## src/rtl/incr_serial_seq_pkg.sv

```systemverilog
// Shared types for the bit-serial incrementer: FSM state encoding and default width.
package incr_seq_pkg;

  localparam int INCR_W = 16;

  typedef enum logic [1:0] {
    IDLE = 2'd0,
    RUN  = 2'd1,
    DONE = 2'd2
  } state_e;

endpackage

```

## src/rtl/incr_serial_seq_if.sv

```systemverilog
// Operand/result handshake bundle for incr_serial_seq; slave is the sequencer side.
interface incr_serial_seq_if
  import incr_seq_pkg::*;
#(
  parameter int WIDTH = INCR_W
);

  logic             in_valid;
  logic             in_ready;
  logic [WIDTH-1:0] a;
  logic             out_valid;
  logic             out_ready;
  logic [WIDTH-1:0] s;
  logic             cout;
  logic             busy;

  modport master (
    output in_valid, a, out_ready,
    input  in_ready, out_valid, s, cout, busy
  );

  modport slave (
    input  in_valid, a, out_ready,
    output in_ready, out_valid, s, cout, busy
  );

endinterface

```

## src/rtl/incr_serial_seq_half_adder.sv

```systemverilog
// Single half-adder cell shared across all bit positions of the serial incrementer.
module half_adder_cell (
  input  logic x,
  input  logic y,
  output logic sum,
  output logic carry
);

  assign sum   = x ^ y;
  assign carry = x & y;

endmodule

```

## src/rtl/incr_serial_seq.sv

```systemverilog
// Bit-serial +1 sequencer: one half-adder cell walks the operand LSB-first.
// Optional macro INCR_SERIAL_EARLY_EXIT_EN finishes as soon as the carry dies.
module incr_serial_seq
  import incr_seq_pkg::*;
#(
  parameter int WIDTH = INCR_W
) (
  input  logic               clk,
  input  logic               rst_n,
  incr_serial_seq_if.slave   bus
);

  localparam int CNT_W = (WIDTH > 1) ? $clog2(WIDTH) : 1;
  localparam logic [CNT_W-1:0] LAST_IDX = CNT_W'(WIDTH - 1);

  state_e           state_q, state_d;
  logic [WIDTH-1:0] work_q, work_d;
  logic [WIDTH-1:0] s_q, s_d;
  logic             carry_q, carry_d;
  logic             cout_q, cout_d;
  logic [CNT_W-1:0] idx_q, idx_d;

  logic bit_sel;
  logic ha_sum;
  logic ha_carry;
  logic finish;

  assign bit_sel = work_q[idx_q];

  half_adder_cell u_ha (
    .x     (bit_sel),
    .y     (carry_q),
    .sum   (ha_sum),
    .carry (ha_carry)
  );

`ifdef INCR_SERIAL_EARLY_EXIT_EN
  // Once the carry is zero the untouched upper bits already hold the result.
  assign finish = (idx_q == LAST_IDX) || !ha_carry;
`else
  assign finish = (idx_q == LAST_IDX);
`endif

  always_comb begin
    state_d = state_q;
    work_d  = work_q;
    carry_d = carry_q;
    idx_d   = idx_q;
    s_d     = s_q;
    cout_d  = cout_q;
    case (state_q)
      IDLE: begin
        if (bus.in_valid) begin
          work_d  = bus.a;
          carry_d = 1'b1;
          idx_d   = '0;
          state_d = RUN;
        end
      end
      RUN: begin
        work_d[idx_q] = ha_sum;
        carry_d       = ha_carry;
        if (finish) begin
          // Result is captured separately so s stays frozen outside DONE.
          s_d     = work_d;
          cout_d  = ha_carry;
          state_d = DONE;
        end else begin
          idx_d = idx_q + 1'b1;
        end
      end
      DONE: begin
        if (bus.out_ready) begin
          state_d = IDLE;
        end
      end
      default: state_d = IDLE;
    endcase
  end

  always_ff @(posedge clk or negedge rst_n) begin
    if (!rst_n) begin
      state_q <= IDLE;
      work_q  <= '0;
      carry_q <= 1'b1;
      idx_q   <= '0;
      s_q     <= '0;
      cout_q  <= 1'b0;
    end else begin
      state_q <= state_d;
      work_q  <= work_d;
      carry_q <= carry_d;
      idx_q   <= idx_d;
      s_q     <= s_d;
      cout_q  <= cout_d;
    end
  end

  assign bus.in_ready  = (state_q == IDLE);
  assign bus.out_valid = (state_q == DONE);
  assign bus.busy      = (state_q != IDLE);
  assign bus.s         = s_q;
  assign bus.cout      = cout_q;

endmodule

```

## src/flat_wrapper.sv

```systemverilog
// flat-port wrapper written by rule: the top's interface ports become plain ports
module incr_serial_seq_flat import incr_seq_pkg::*;
#(
  parameter int WIDTH = INCR_W
)
  (clk, rst_n, bus_in_valid, bus_a, bus_out_ready, bus_in_ready, bus_out_valid, bus_s, bus_cout, bus_busy);
  incr_serial_seq_if #(.WIDTH(WIDTH)) bus_i ();
  input  logic clk;
  input  logic rst_n;
  input wire logic [$bits(bus_i.in_valid)-1:0] bus_in_valid;
  input wire logic [$bits(bus_i.a)-1:0] bus_a;
  input wire logic [$bits(bus_i.out_ready)-1:0] bus_out_ready;
  output wire logic [$bits(bus_i.in_ready)-1:0] bus_in_ready;
  output wire logic [$bits(bus_i.out_valid)-1:0] bus_out_valid;
  output wire logic [$bits(bus_i.s)-1:0] bus_s;
  output wire logic [$bits(bus_i.cout)-1:0] bus_cout;
  output wire logic [$bits(bus_i.busy)-1:0] bus_busy;
  assign bus_i.in_valid = bus_in_valid;
  assign bus_i.a = bus_a;
  assign bus_i.out_ready = bus_out_ready;
  assign bus_in_ready = bus_i.in_ready;
  assign bus_out_valid = bus_i.out_valid;
  assign bus_s = bus_i.s;
  assign bus_cout = bus_i.cout;
  assign bus_busy = bus_i.busy;
  incr_serial_seq #(.WIDTH(WIDTH)) u_core (.clk(clk), .rst_n(rst_n), .bus(bus_i));
endmodule
```

## config.mk

```make
export PLATFORM = sky130hd
export DESIGN_NAME = incr_serial_seq_flat
export DESIGN_NICKNAME = d
export VERILOG_FILES = /design/src/rtl/incr_serial_seq_pkg.sv /design/src/rtl/incr_serial_seq_if.sv /design/src/rtl/incr_serial_seq_half_adder.sv /design/src/rtl/incr_serial_seq.sv /design/src/flat_wrapper.sv
export SDC_FILE = /design/constraint.sdc
export NUM_CORES = 1
export LEC_CHECK = 0
export ABC_AREA = 1
export CORE_UTILIZATION = 52
export CTS_BUF_LIST = sky130_fd_sc_hd__clkbuf_16
export CTS_CLUSTER_DIAMETER = 30
export DETAILED_ROUTE_END_ITERATION = 6
export GPL_TIMING_DRIVEN = 0
export PLACE_DENSITY = 0.78
export SETUP_SLACK_MARGIN = 0.4
export SYNTH_ARGS = -nofsm -noshare
export SYNTH_HDL_FRONTEND = slang
export SYNTH_SLANG_ARGS = --single-unit
```

## constraint.sdc

```tcl
create_clock -name clk -period 5.6 [get_ports clk]
set_input_delay 1.68 -clock clk [delete_from_list [all_inputs] [get_ports clk]]
set_output_delay 1.68 -clock clk [all_outputs]
set_load 0.005 [all_outputs]
```

==> results of run 1 <==
## cell families (layout without fill, tap and decap cells)
logic type / after synthesis / count (layout) / synth area share (%)
AOI/OAI and AO/OA: 41 / 41 / 10.7
adders and majority gates: 5 / 5 / 2.63
buffers and inverters: 43 / 90 / 9.94
DFF: 40 / 40 / 42.1
and+or+nand+nor: 186 / 186 / 34.6
## power groups by stage
stage / registers, mW / logic (mW) / clock network [mW]
floorplan: 0.535 / 0.815 / 0
global placement: 0.539 / 1.15 / 0
detailed placement: 0.544 / 1.19 / 0
CTS: 0.541 / 1.20 / 0.270
global route: 0.562 / 1.35 / 0.281
finish: 0.540 / 1.20 / 0.270
## registers in the layout (all words and copies together) (netlist names)
signal / flops
u_core.carry_q: 1
u_core.bus.cout: 1
u_core.work_q: 16
u_core.bus.s: 16
u_core.idx_q: 4
u_core.state_q: 2
## tightest hold or removal path, stage by stage (launching register included)
cell and delay [ns]:
dfrtp_1 0.34, nand2_1 0.06, nand2_1 0.06
## final cells by class
cell class              instances  share of cell area, %
plain buffers                  12                   3.44
clock buffers                   5                   4.19
clock inverters                 2                  0.252
inverters                      31                   4.49
multi-input cells             232                   38.3
flip-flops and latches         40                   33.6
well taps                      52                   2.18
repair buffers                 40                   13.6
## cells in the mapped netlist (5+ instances only)
master | count | share of area, %
a31oi_1 | 11 | 2.9
buf_6 | 5 | 2.4
dfrtp_1 | 39 | 41
ha_1 | 5 | 2.6
inv_1 | 26 | 4.1
nand2_1 | 94 | 15
nand3_1 | 34 | 7.2
nor2_1 | 46 | 7.3
o21ai_0 | 8 | 1.7
o21ai_1 | 10 | 2.1
o21ai_2 | 7 | 2.6
## path summary, 6_finish.rpt
kind / start / to / slack, ns / cells past startpoint
max: u_core.state_q[0] / bus_in_ready / 2.45 / 2
min: u_core.work_q[0] / u_core.work_q[0] / 0.48 / 2
max reg2reg: u_core.idx_q[0] / u_core.work_q[5] / 2.81 / 15
min reg2reg: u_core.work_q[0] / u_core.work_q[0] / 0.48 / 2
max in group asynchronous: rst_n / u_core.carry_q / 3.87 / 2
min in group asynchronous: rst_n / u_core.bus.s[4] / 1.24 / 1
## per-layer routing
layer / vias to the layer above / global-route usage, % / share of wire (%)
li1: 1107 / - / -
met1: 1026 / 33.6 / 43
met2: 74 / 44.8 / 50
met3: 6 / 5.67 / 6.3
met4: 0 / 7.11 / 1.2
met5: - / 0 / 0
## per-stage QoR
| step | cells | power (mW) | utilization (%) | area (µm²) |
|---|---|---|---|---|
| 2_1_floorplan | 315 | 1.35 | - | 2380 |
| 3_3_place_gp | 406 | 1.69 | 64.7 | 2840 |
| 3_5_place_dp | 407 | 1.74 | 65.0 | 2850 |
| 4_1_cts | 414 | 2.01 | 68.0 | 2980 |
| 5_1_grt | 414 | 2.20 | 68.0 | 2980 |
| 6_report | 414 | 2.01 | 68.0 | 2980 |
==> metrics.txt, run 1 <==
CP Max Fanout=7; vias in the first global route=~2100; Antenna Violating Nets Remaining=0; YS warnings=0; Area growth, synth to finish=25.3%; final WL=between 5000 and 6000 µm; Mapped Area=between 2000 and 2500 µm²; number of antenna violations at the first check in global routing=0; CTS max path bufs=2; RePlAce Congestion=between 0.8 and 0.9; max cap viols=0; Starting Density=between 50% and 60%; unique cell type count in the Yosys netlist=31; drt first pass iters=4; number of remaining DRC errors=0; share of layout cells above drive strength 1=around 11%; Port Buf Inserts=39; Antenna Cells=0; largest net degree at the start of global routing=34; Final period util=56.3%; Clock Power Share=between 10 and 15%; Worst-Margin Slew=0.576 ns; Peak VDD IR=between 300 and 400 µV; Min Clock Period, post-route=3.15 ns; Fin. Hold Viols=0; Worst-path clk slew=approximately 0.06 ns; pwr dens=673 nW/µm²; Critical Path AT=between 1 and 1.5 ns; Root Driver=clkbuf_16; Die ar.=between 4000 and 5000 µm²; Lkg Pwr=1.45 nW; register area=1000 µm²; Final setup viols=0; Worst Clk Skew=slightly below 0.003 ns; Syn Nets=340; Syn Inst Count=315; CTS buffer count=5; CP Capture Type=output pin; CP required=~3.9 ns; detailed-route via count=around 2200; footprint of the multi-input gates=between 1000 and 1500 µm²; CP peak stage delay=roughly 0.53 ns; CP max-delay cell=clkdlybuf4s50_1; # rows=24; clock sinks=40; combinational power share=about three fifths; max-slew violations=0; FFs w/ async S/R, synth=100%; hold_ws=between 0.4 and 0.5 ns; sequential fraction of the synthesis area=42.1%; H-tree levels=2; Crit Path Class=reg -> out; via/cell ratio=around 5.3; IO Pins=40; dpl ws=between 2 and 3 ns; switching share of power=46.1%; Max Freq=317 MHz; CTS Hold Buffers Added=0; post-CTS setup buffer count=0; Worst Hold Class=reg -> reg; Startpoint Class=flop; most frequent cells in the layout=nand2_1 (94), nor2_1 (46), dfrtp_1 (39); CP delay by family, top=buffers and inverters; 1st-iter DRT viols=roughly 120; leading cell type in the layout, fill and taps excluded=nand2_1; Flop pwr share=a little over a quarter; PostCTS Resize Cnt=0; outcome=complete, no violations; Routed wire per std cell=around 14 µm; Yosys reg bits=40; Pint=approximately 1.1 mW; Post-synth EDFFs=0; clock latency on the worst-skew pair=0.28 ns; final worst setup slack=between 2 and 2.5 ns; Final HPWL DP=just over 4000 µm; CTS tree=built; # fillers=roughly 380; critical-path cell list=nor2_1 -> clkdlybuf4s50_1; gr ovfl total=0; NetSw=slightly above 0.9 mW; Core ar.=4380 µm²; Setup TNS=0 ns; first-pass GRT wire length=a little under 10000 µm; nets@finish=about 390; Syn Area/Cell=about 7.6 µm²; chip height=69.7 µm; Rel. slew slack=61.6%; RSZ-0062 raised after global routing=false; Most used DFF post-synth=dfrtp_1; Total GRT Usage=approximately a quarter; crit path buf inv count=1; die width=between 60 and 70 µm
Power figures use the tool's default switching activity.
==> run 2, diff against run 1 <==
Clock period 5.6 ns to 3.1 ns, I/O delays scaled along.
==> metrics.txt, run 2 (same netlist as run 1, synthesis figures left out) <==
H-tree levels=2 (unchanged); CP max-delay cell=clkdlybuf4s50_1 (unchanged); Clock Power Share=13.4% (about the same); CP required=2.17 ns (was 3.92 ns); Starting Density=54.3% (unchanged); max cap viols=0 (unchanged); die width=69.7 µm (unchanged); most frequent cells in the layout=nand2_1 (94), nor2_1 (46), dfrtp_1 (39) (unchanged); Total GRT Usage=26.2% (unchanged); Fin. Hold Viols=0 (unchanged); Crit Path Class=reg -> out (unchanged); Worst-Margin Slew=0.371 ns (was 0.576 ns); share of layout cells above drive strength 1=11.9% (was 11.0%); detailed-route via count=2220 (was 2213); nets@finish=387 (unchanged); CP Max Fanout=7 (unchanged); Worst path depth=2 (unchanged); RSZ-0062 raised after global routing=false (unchanged); Antenna Violating Nets Remaining=0 (unchanged); Setup TNS=0 ns (unchanged); Worst Clk Skew=0.00401 ns (was 0.00297 ns); Lkg Pwr=1.46 nW (was 1.45 nW); Root Driver=clkbuf_16 (unchanged); drt first pass iters=4 (unchanged); CP peak stage delay=0.53 ns (about the same); NetSw=1.67 mW (was 0.925 mW); largest net degree at the start of global routing=34 (unchanged); Die ar.=4850 µm² (unchanged); # rows=24 (unchanged); Pint=1.96 mW (was 1.08 mW); leading cell type in the layout, fill and taps excluded=nand2_1 (unchanged); CTS tree=built (unchanged); CTS max path bufs=2 (unchanged); clock latency on the worst-skew pair=0.28 ns (about the same); Final HPWL DP=4120 µm (unchanged); switching share of power=45.9% (was 46.1%); final WL=5800 µm (was 5810 µm); Core ar.=4380 µm² (unchanged); critical-path cell list=nor2_1 -> clkdlybuf4s50_1 (unchanged); placed cell count=407 (unchanged); CTS buffer count=5 (unchanged); chip height=69.7 µm (unchanged); Area growth, synth to finish=25.5% (was 25.3%); max-slew violations=0 (unchanged); vias in the first global route=2123 (unchanged); via/cell ratio=5.36 (was 5.35); Final setup viols=0 (unchanged); CP delay by family, top=buffers and inverters (unchanged); Routed wire per std cell=14.0 µm (about the same); Rel. slew slack=75.2% (was 61.6%); number of remaining DRC errors=0 (unchanged); Antenna Cells=0 (unchanged); Peak VDD IR=662 µV (was 367 µV); Critical Path AT=1.47 ns (about the same); gr ovfl total=0 (unchanged); 1st-iter DRT viols=114 (was 115); Max Freq=just over 400 MHz; RePlAce Congestion=0.882 (unchanged); Worst-path clk slew=0.06 ns (about the same); outcome=complete, no violations (unchanged); # fillers=375 (unchanged); Final Total Pwr=3.63 mW (was 2.01 mW); reg2reg path depth=15 (unchanged); Startpoint Class=flop (unchanged); combinational power share=59.7% (was 59.6%); clock sinks=40 (unchanged); first-pass GRT wire length=9930 µm (unchanged); Port Buf Inserts=39 (unchanged); CP Capture Type=output pin (unchanged); Worst Hold Class=reg -> reg (unchanged); crit path buf inv count=1 (unchanged); IO Pins=40 (unchanged); Flop pwr share=26.9% (about the same); number of antenna violations at the first check in global routing=0 (unchanged); post-CTS setup buffer count=0 (unchanged); Final period util=77.6%; final std cells w/o fill=414 (unchanged); Min-Delay Path Depth=2 (unchanged); Min Clock Period, post-route=2.40 ns; pwr dens=1220 nW/µm² (was 673 nW/µm²)
run 2: path summary, 6_finish.rpt:
path | slack [ns] | end | start
max in group asynchronous | 2.11 | u_core.carry_q | rst_n
setup / recovery | 0.70 | bus_in_ready | u_core.state_q[0]
hold / removal | 0.48 | u_core.work_q[0] | u_core.work_q[0]
hold reg to reg | 0.48 | u_core.work_q[0] | u_core.work_q[0]
setup reg to reg | 0.74 | u_core.work_q[5] | u_core.idx_q[0]
min in group asynchronous | 0.49 | u_core.bus.s[7] | rst_n
run 2: timing repair:
| item | 4_1_cts | 5_1_grt |
|---|---|---|
| pin swaps | 0 | 0 |
| setup endpoints to repair | 11 | 19 |
| gates resized for setup | 1 | 4 |
| hold buffers | 0 | 0 |
run 2: layer usage:
| metal | vias up | GRT usage, % | share of wire [%] |
|---|---|---|---|
| met5 | - | 0 | 0 |
| met4 | 0 | 7.11 | 0.69 |
| met3 | 4 | 5.67 | 4.9 |
| met2 | 66 | 44.8 | 51 |
| met1 | 1037 | 33.6 | 44 |
| li1 | 1113 | - | - |
run 2: through the flow:
stage	hold WS (ns)	instance area [µm²]	setup slack [ns]	utilization, %
after floorplan	0.449	2380	0.982	-
after global placement	0.462	2840	0.0559	64.7
after detailed placement	0.465	2850	0.383	65.0
after CTS	0.481	2980	0.569	68.1
after global routing	0.488	2990	0.466	68.1
final	0.480	2990	0.695	68.1
run 2: power by group through the flow:
| stage | logic, mW | clock network, mW | registers [mW] |
|---|---|---|---|
| 3_5_place_dp | 2.15 | 0 | 0.983 |
| 3_3_place_gp | 2.08 | 0 | 0.974 |
| 5_1_grt | 2.45 | 0.508 | 1.02 |
| 4_1_cts | 2.17 | 0.488 | 0.978 |
| 6_report | 2.17 | 0.487 | 0.977 |
| 2_1_floorplan | 1.47 | 0 | 0.966 |
run 2: worst register-to-register path: stages, from the launching register on:
cell      delay (ns)
dfrtp_1         0.41
inv_1           0.09
clkbuf_2        0.24
nand2_1         0.09
nand3_1         0.08
nand2_1         0.06
nand2_1         0.06
nand2_1         0.05
inv_1           0.04
nand2_1         0.05
ha_1            0.41
clkbuf_2        0.32
nand3_1         0.15
nand3_1         0.12
nand2_1         0.05
o21ai_0         0.07
run 2: area by class of cell:
cell class | count | area [µm²] | share of cell area (%)
flip-flops and latches | 40 | 1000 | 33.6
multi-input cells | 232 | 1140 | 38.2
clock inverters | 2 | 7.51 | 0.251
inverters | 31 | 134 | 4.48
plain buffers | 12 | 106 | 3.56
well taps | 52 | 65.1 | 2.18
clock buffers | 5 | 125 | 4.19
repair buffers | 40 | 405 | 13.6
